--- config.mk ---
export PLATFORM = sky130hd
export DESIGN_NAME = iir_chan_sequencer
export DESIGN_NICKNAME = d
export VERILOG_FILES = /design/src/rtl/avg_iir_pkg.sv /design/src/rtl/iir_frame_hold.sv /design/src/rtl/iir_chan_sequencer.sv
export SDC_FILE = /design/constraint.sdc
export NUM_CORES = 1
export LEC_CHECK = 0
export ABC_AREA = 1
export CAP_MARGIN = 20
export CORE_MARGIN = 2
export CORE_UTILIZATION = 43
export CTS_CLUSTER_DIAMETER = 40
export CTS_CLUSTER_SIZE = 16
export DETAILED_ROUTE_END_ITERATION = 8
export GPL_ROUTABILITY_DRIVEN = 0
export PLACE_DENSITY = 0.66
export SLEW_MARGIN = 20
export SYNTH_ARGS = -nofsm -noshare
export SYNTH_HDL_FRONTEND = slang
export SYNTH_SLANG_ARGS = --single-unit
--- constraint.sdc ---
create_clock -name i_clk -period 1.9 [get_ports i_clk]
set_input_delay 0.38 -clock i_clk [delete_from_list [all_inputs] [get_ports i_clk]]
set_output_delay 0.38 -clock i_clk [all_outputs]
set_load 0.005 [all_outputs]
--- src/rtl/avg_iir_pkg.sv ---
// Shared constants, types and helpers for the averaging IIR front end.
// Latency: n/a (declarations only).
// Backpressure: n/a.
package avg_iir_pkg;

  // Default sample width feeding the IIR stage.
  localparam int DATA_W_DEF = 24;

  // Width of the saturating overrun drop counter.
  localparam int OVR_CNT_W = 16;

  // Sequencer FSM: IDLE holds no frame, SEND streams the active frame.
  typedef enum logic {
    IDLE = 1'b0,
    SEND = 1'b1
  } seq_state_t;

  // Channel-index width; a single-channel build still needs one bit.
  function automatic int ch_w(input int n);
    return (n > 1) ? $clog2(n) : 1;
  endfunction

endpackage

--- src/rtl/iir_frame_hold.sv ---
// One-entry frame register with a full flag, loaded and popped by the owner.
// Latency: loaded data and full flag visible the cycle after i_load.
// Backpressure: owner must only load when empty and only pop when full.
module iir_frame_hold #(
  parameter int W = 48
) (
  input  logic         i_clk,
  input  logic         i_rst_n,
  input  logic         i_load,
  input  logic         i_pop,
  input  logic [W-1:0] i_data,
  output logic [W-1:0] o_data,
  output logic         o_full
);

  logic [W-1:0] data_q;
  logic         full_q;

  // Capture a frame on load; the full flag tracks load/pop, contents persist until the next load.
  always_ff @(posedge i_clk or negedge i_rst_n) begin
    if (!i_rst_n) begin
      data_q <= '0;
      full_q <= 1'b0;
    end else begin
      if (i_load) begin
        data_q <= i_data;
      end
      if (i_load) begin
        full_q <= 1'b1;
      end else if (i_pop) begin
        full_q <= 1'b0;
      end
    end
  end

  assign o_data = data_q;
  assign o_full = full_q;

endmodule

--- src/rtl/iir_chan_sequencer.sv ---
// Buffers up to two multi-channel frames and streams them one channel per beat, tagged with the index.
// Latency: frame accepted at cycle t gives ch0 at t+1; one beat per cycle while i_s_ready is high.
// Backpressure: stalled beats hold stable; o_frame_ready falls while the hold slot is full and extra frames drop with o_overrun.
// Optional: define IIR_CHAN_SEQ_OVERRUN_CNT_EN to add the saturating o_overrun_cnt drop counter.
module iir_chan_sequencer
  import avg_iir_pkg::*;
#(
  parameter  int DATA_W  = DATA_W_DEF,
  parameter  int N_CH    = 2,
  localparam int CH_W    = ch_w(N_CH),
  localparam int FRAME_W = N_CH * DATA_W
) (
  input  logic               i_clk,
  input  logic               i_rst_n,
  input  logic               i_frame_valid,
  input  logic [FRAME_W-1:0] i_frame_data,
  output logic               o_frame_ready,
  output logic               o_s_valid,
  input  logic               i_s_ready,
  output logic [DATA_W-1:0]  o_s_data,
  output logic [CH_W-1:0]    o_s_ch,
  output logic               o_s_last,
  output logic               o_overrun
`ifdef IIR_CHAN_SEQ_OVERRUN_CNT_EN
  ,
  output logic [OVR_CNT_W-1:0] o_overrun_cnt
`endif
);

  seq_state_t         state_q, state_d;
  logic [CH_W-1:0]    ch_q, ch_d;
  logic [FRAME_W-1:0] active_q, active_d;
  logic [FRAME_W-1:0] hold_data;
  logic               hold_full, hold_load, hold_pop;
  logic               accept, handshake, ch_last;

  // hold_full is itself a flop, so frame-ready is a registered output.
  assign o_frame_ready = !hold_full;
  assign accept        = i_frame_valid && !hold_full;
  assign handshake     = (state_q == SEND) && i_s_ready;
  assign ch_last       = (ch_q == CH_W'(N_CH - 1));

  iir_frame_hold #(
    .W (FRAME_W)
  ) u_hold (
    .i_clk   (i_clk),
    .i_rst_n (i_rst_n),
    .i_load  (hold_load),
    .i_pop   (hold_pop),
    .i_data  (i_frame_data),
    .o_data  (hold_data),
    .o_full  (hold_full)
  );

  // State, channel pointer and active frame registers.
  always_ff @(posedge i_clk or negedge i_rst_n) begin
    if (!i_rst_n) begin
      state_q  <= IDLE;
      ch_q     <= '0;
      active_q <= '0;
    end else begin
      state_q  <= state_d;
      ch_q     <= ch_d;
      active_q <= active_d;
    end
  end

  // Next state: fill active directly when it is free, otherwise park in hold; refill on the last beat without a bubble.
  always_comb begin
    state_d   = state_q;
    ch_d      = ch_q;
    active_d  = active_q;
    hold_load = 1'b0;
    hold_pop  = 1'b0;
    case (state_q)
      IDLE: begin
        if (accept) begin
          active_d = i_frame_data;
          ch_d     = '0;
          state_d  = SEND;
        end
      end
      SEND: begin
        if (handshake && ch_last) begin
          ch_d = '0;
          if (hold_full) begin
            active_d = hold_data;
            hold_pop = 1'b1;
          end else if (accept) begin
            active_d = i_frame_data;
          end else begin
            state_d = IDLE;
          end
        end else begin
          if (handshake) begin
            ch_d = ch_q + 1'b1;
          end
          hold_load = accept;
        end
      end
      default: state_d = IDLE;
    endcase
  end

  assign o_s_valid = (state_q == SEND);
  assign o_s_data  = active_q[int'(ch_q) * DATA_W +: DATA_W];
  assign o_s_ch    = ch_q;
  assign o_s_last  = o_s_valid && ch_last;
  // A frame strobe while the hold slot is occupied is lost; flag it in the same cycle.
  assign o_overrun = i_frame_valid && hold_full;

`ifdef IIR_CHAN_SEQ_OVERRUN_CNT_EN
  logic [OVR_CNT_W-1:0] ovr_cnt_q;

  // Count dropped frames, sticking at all-ones.
  always_ff @(posedge i_clk or negedge i_rst_n) begin
    if (!i_rst_n) begin
      ovr_cnt_q <= '0;
    end else if (o_overrun && (ovr_cnt_q != '1)) begin
      ovr_cnt_q <= ovr_cnt_q + 1'b1;
    end
  end

  assign o_overrun_cnt = ovr_cnt_q;
`endif

endmodule

## Word level (Yosys, flattened, before mapping)

Cells that the tools add are included.

| word-level totals | value |
|---|---|
| register bits after elaboration | 99 |
| logic and storage cells | 39 |
| output and inout port bits | 29 |

| operators by class | value |
|---|---|
| multipliers | 1 |
| shift-type cells | 1 |
| muxes and demuxes | 19 |
| reduce and logical (&&, ||, !) cells | 8 |
| equality and inequality tests | 3 |
| bitwise operators | 1 |
| add/sub/neg operators | 1 |

Operator list:

| operator | number |
|---|---|
| two-way mux 48 bit | 3 |
| one-hot mux 48 bit (2 select lines) | 1 |
| variable part select 48 x 7 -> 24 bit | 1 |
| two-way mux 1 bit | 13 |
| logical AND 1 bit | 5 |
| one-hot mux 1 bit (2 select lines) | 2 |
| multiplier 1 x 2 -> 3 bit (second input constant) | 1 |
| != test 3 x 1 -> 1 bit (second input constant) | 1 |
| != test 2 x 1 -> 1 bit (second input constant) | 1 |
| != test 2 bit (second input constant) | 1 |
| AND reduction 2 bit | 1 |
| nonzero test 2 bit | 1 |
| adder 1 bit (second input constant) | 1 |
| zero test 1 bit | 1 |
| NOT 1 bit | 1 |

## Longest topological paths before layout

| logic depth | value |
|---|---|
| depth in word-level cells | 6 |
| gate-level depth with buffers | 9 |

## Hierarchy

Synthesis repeated with hierarchy kept, for this count alone.

| unflattened totals | value |
|---|---|
| cell total of the unflattened synthesis | 787 |
| area total of the unflattened synthesis | 5,346.4 um^2 |

Modules (own cells, without submodules):

| module | instances | area an instance (um^2) | cells an instance |
|---|---|---|---|
| iir_chan_sequencer | 1 | 3,504.6 | 580 |
| iir_frame_hold | 1 | 1,841.8 | 207 |

## Least setup slack after synthesis

No wires, ideal clock.

| timing | value |
|---|---|
| kind | input to output |
| start | input port i_frame_valid |
| end | output port o_overrun |
| required time | 1,520 ps |
| path slack | 534 ps |
| data arrival time | 986 ps |
| cell stages on the path | 5 |
| path through | buf_2 > buf_2 > buf_2 > nand2_1 > inv_1 |

| on the way | value |
|---|---|
| word-level cells in the longest chain between the ends | 1 |

Ends and longest elaborated chain:

| item | line | text |
|---|---|---|
| start: declaration | iir_chan_sequencer.sv:15 | `input logic i_frame_valid,` |
| logical AND 1 bit | iir_chan_sequencer.sv:110 | `assign o_overrun = i_frame_valid && hold_full;` |
| end: declaration | iir_chan_sequencer.sv:23 | `output logic o_overrun` |

No other way between the ends.

## Worst setup path in the final report

| timing | value |
|---|---|
| start | register ch_q (netlist: o_s_ch) |
| end | output port o_s_data[5] |

| on the way | value |
|---|---|
| word-level cells in the longest chain between the ends | 2 |

Ends and longest elaborated chain:

| item | line | text |
|---|---|---|
| start: declaration | iir_chan_sequencer.sv:31 | `logic [CH_W-1:0] ch_q, ch_d;` |
| start signal: assignment | iir_chan_sequencer.sv:63 | `ch_q <= ch_d;` |
| multiplier 1 x 2 -> 3 bit | iir_chan_sequencer.sv:106 | `assign o_s_data = active_q[int'(ch_q) * DATA_W +: DATA_W];` |
| variable part select 48 x 7 -> 24 bit | iir_chan_sequencer.sv:106 |  |
| end: declaration | iir_chan_sequencer.sv:20 | `output logic [DATA_W-1:0] o_s_data,` |

No other way between the ends.

==> impl_metrics.csv <==
group,metric,value,unit
outcome,status,"complete, but fails checks",
outcome,violations,"negative setup slack",
sta,skew,0.00561,ns
finish,area_growth,27.1,%
route,antenna_left,0,
sta,hold_viol,0,
critical_path,arrival,1.57,ns
route,vias,4737,
synth,synth_top_area_share,47.0,%
global_route,grt_pass1_wl,21.3,mm
global_route,grt_max_degree,62,
synth,synthDistinctLibCells,14,
clock_tree,cts_root_buf,"clkbuf_16",
synth,synth_top_area_cell,"dfrtp_1",
sta,fmax,514,MHz
global_route,grt_pass1_vias,4605,
route,dr.pass1.iters,5,
placed_design,port_buffers,80,
critical_path,required,1.52,ns
synth,ys_seq_area_share,47.0,%
synth,syn_avg_cell_area,6.70,um2
clock_tree,cts_made_buffers,9,
sta,timing.final.ws_setup,-0.0456,ns
route,wl,12.7,mm
clock_tree,cts.sinks,99,
finish,layout.nets,908,
synth,syn_area,0.00527,mm2
route,drt-initial-drc-count,281,
floorplanning,core_area,0.0120,mm2
floorplanning,start_util,44.0,%
synth,ys_top_cells_by_area,"dfrtp_1 47%, nand2_1 23%, inv_1 14%, o21ai_0 6.8%, nand3_1 4.8%",
synth,postSynthCellCount,786,
sta,fin_crit,1.95,ns
run,max-cap-violations,0,
power_and_ir_drop,ir_worst_vdd,0.826,mV
floorplanning,dieArea,0.0131,mm2
finish,num_antenna_cells,0,
global_route,antenna_found_initial,0,
synth,synth_fp_nets,838,
critical_path,start_kind,"flop",
finish,final_common_cell,"nand2_1",
critical_path,crit_type,"reg2out",
clock_tree,htree_num_levels,3,
sta,slew_headroom,73.5,%
finish,mostFrequentLayoutCells,"317 x nand2_1, 196 x inv_1, 97 x dfrtp_1",
finish,final_core_util,55.9,%
global_route,grt_util_all_layers,20.6,%
clock_tree,clk_pin_slew,0.06,ns
floorplanning,ios,81,
route,vias_per_cell,4.70,
route,wl_per_cell,12.6,um
floorplanning,die_h,115,um
floorplanning,std_cell_rows,40,
floorplanning,dieWidth,115,um
sta,finalMaxSlewViolations,0,
sta,setup_viol,4,
critical_path,crit_fanout,16,
power_and_ir_drop,leakage,4.06,nW
route,drc,0,
synth,synth_warnings,0,
critical_path,cp-end-kind,"primary output",
power_and_ir_drop,power_density,1740,mW/mm2
finish,drive_gt1_share,6.63,%
placed_design,dp_slack,0.0404,ns
placed_design,dp_hpwl,8.58,mm
clock_tree,insertion_delay,0.35,ns
clock_tree,cts_tree,"built",
global_route,grt-ovfl-total,0,
synth,ys_ff_latch,99,
sta,rsz0062_at_grt,"yes",
sta,finalCritPeriodShare,102,%
hold_path,hold_class,"in2reg",
sta,worst_slew_pin_slew,0.397,ns
clock_tree,cts.path.max_buffers,2,
## state kept, by name, summed over array words and instances (netlist names)
signal,cells
o_s_ch,1
o_s_valid,1
active_q,48
u_hold.o_full,1
u_hold.o_data,48
## critical path, stage by stage (launching register included)
cell and delay, ns:
dfrtp_2 0.45, buf_4 0.16, clkbuf_16 0.17, o21ai_1 0.18, dlygate4sd2_1 0.25
## metal layers
layer / wire length, um / track usage [%] / vias up
met3: 479 / 4.82 / 16
met5: 0 / 0 / -
met1: 5760 / 25.8 / 2214
li1: - / - / 2403
met2: 6110 / 34.8 / 104
met4: 304 / 7.89 / 0
## logic make-up after synthesis
kind of cell | share of synthesized area (%)
AO/OA/AOI/OAI | 7.13
buffers and inverters | 18.1
flip-flops | 47.0
AND/OR/NAND/NOR | 27.7
## worst paths after layout
check,startpoint,end,slack (ns),depth (start not counted)
max,o_s_ch$_DFFE_PN0P_,o_s_data[5],-0.05,4
min,i_frame_valid,o_s_valid$_DFF_PN0_,0.37,3
max reg2reg,o_s_ch$_DFFE_PN0P_,active_q[15]$_DFFE_PN0P_,0.17,9
min reg2reg,u_hold.o_data[40]$_DFFE_PN0P_,u_hold.o_data[40]$_DFFE_PN0P_,0.48,2
max in group asynchronous,i_rst_n,u_hold.o_data[43]$_DFFE_PN0P_,0.84,3
min in group asynchronous,i_rst_n,u_hold.o_data[15]$_DFFE_PN0P_,0.51,2
## layout make-up
cell class,instances,area [um2]
Fill cell,1170,5270
Tap cell,147,184
Clock inverter,5,103
Timing Repair Buffer,101,1060
Inverter,198,748
Clock buffer,10,229
Multi-Input combinational cell,447,1890
Sequential cell,99,2480
## what timing repair did
action                     CTS  global route
resized for setup           36            39
hold buffers                 1             0
gates cloned                 0             1
setup endpoints to repair   26            16
buffers inserted             0             1
hold endpoints to repair    24             0
## Yosys cell counts
master / instances
nand2_1: 320
inv_1: 196
dfrtp_1: 99
o21ai_0: 72
nand3_1: 51
clkbuf_1: 22
buf_2: 9
buf_4: 7
buf_1: 2
buf_6: 2
inv_2: 2
o21ai_1: 2
a21oi_1: 1
nor2_1: 1
## report_power, final
group / switching (W) / internal [W] / total [W]
Sequential: 0.000521 / 0.00319 / 0.00371
Clock: 0.000791 / 0.00128 / 0.00207
Combinational: 0.00346 / 0.00239 / 0.00585
Total: 0.00477 / 0.00685 / 0.0116
## per-stage QoR
step | TNS (ns) | hold slack (ns) | total power (W) | cells | instance area [um2]
3_3_place_gp | 0 | 0.333 | 0.00938 | 989 | 6270
4_1_cts | -1.81 | 0.367 | 0.0117 | 1005 | 6620
5_1_grt | -0.376 | 0.392 | 0.0128 | 1007 | 6690
2_1_floorplan | 0 | 0.0844 | 0.00730 | 786 | 5270
3_5_place_dp | 0 | 0.338 | 0.00957 | 989 | 6270
6_report | -0.127 | 0.375 | 0.0116 | 1007 | 6690
Note: power is estimated with default switching activity, not from simulation.
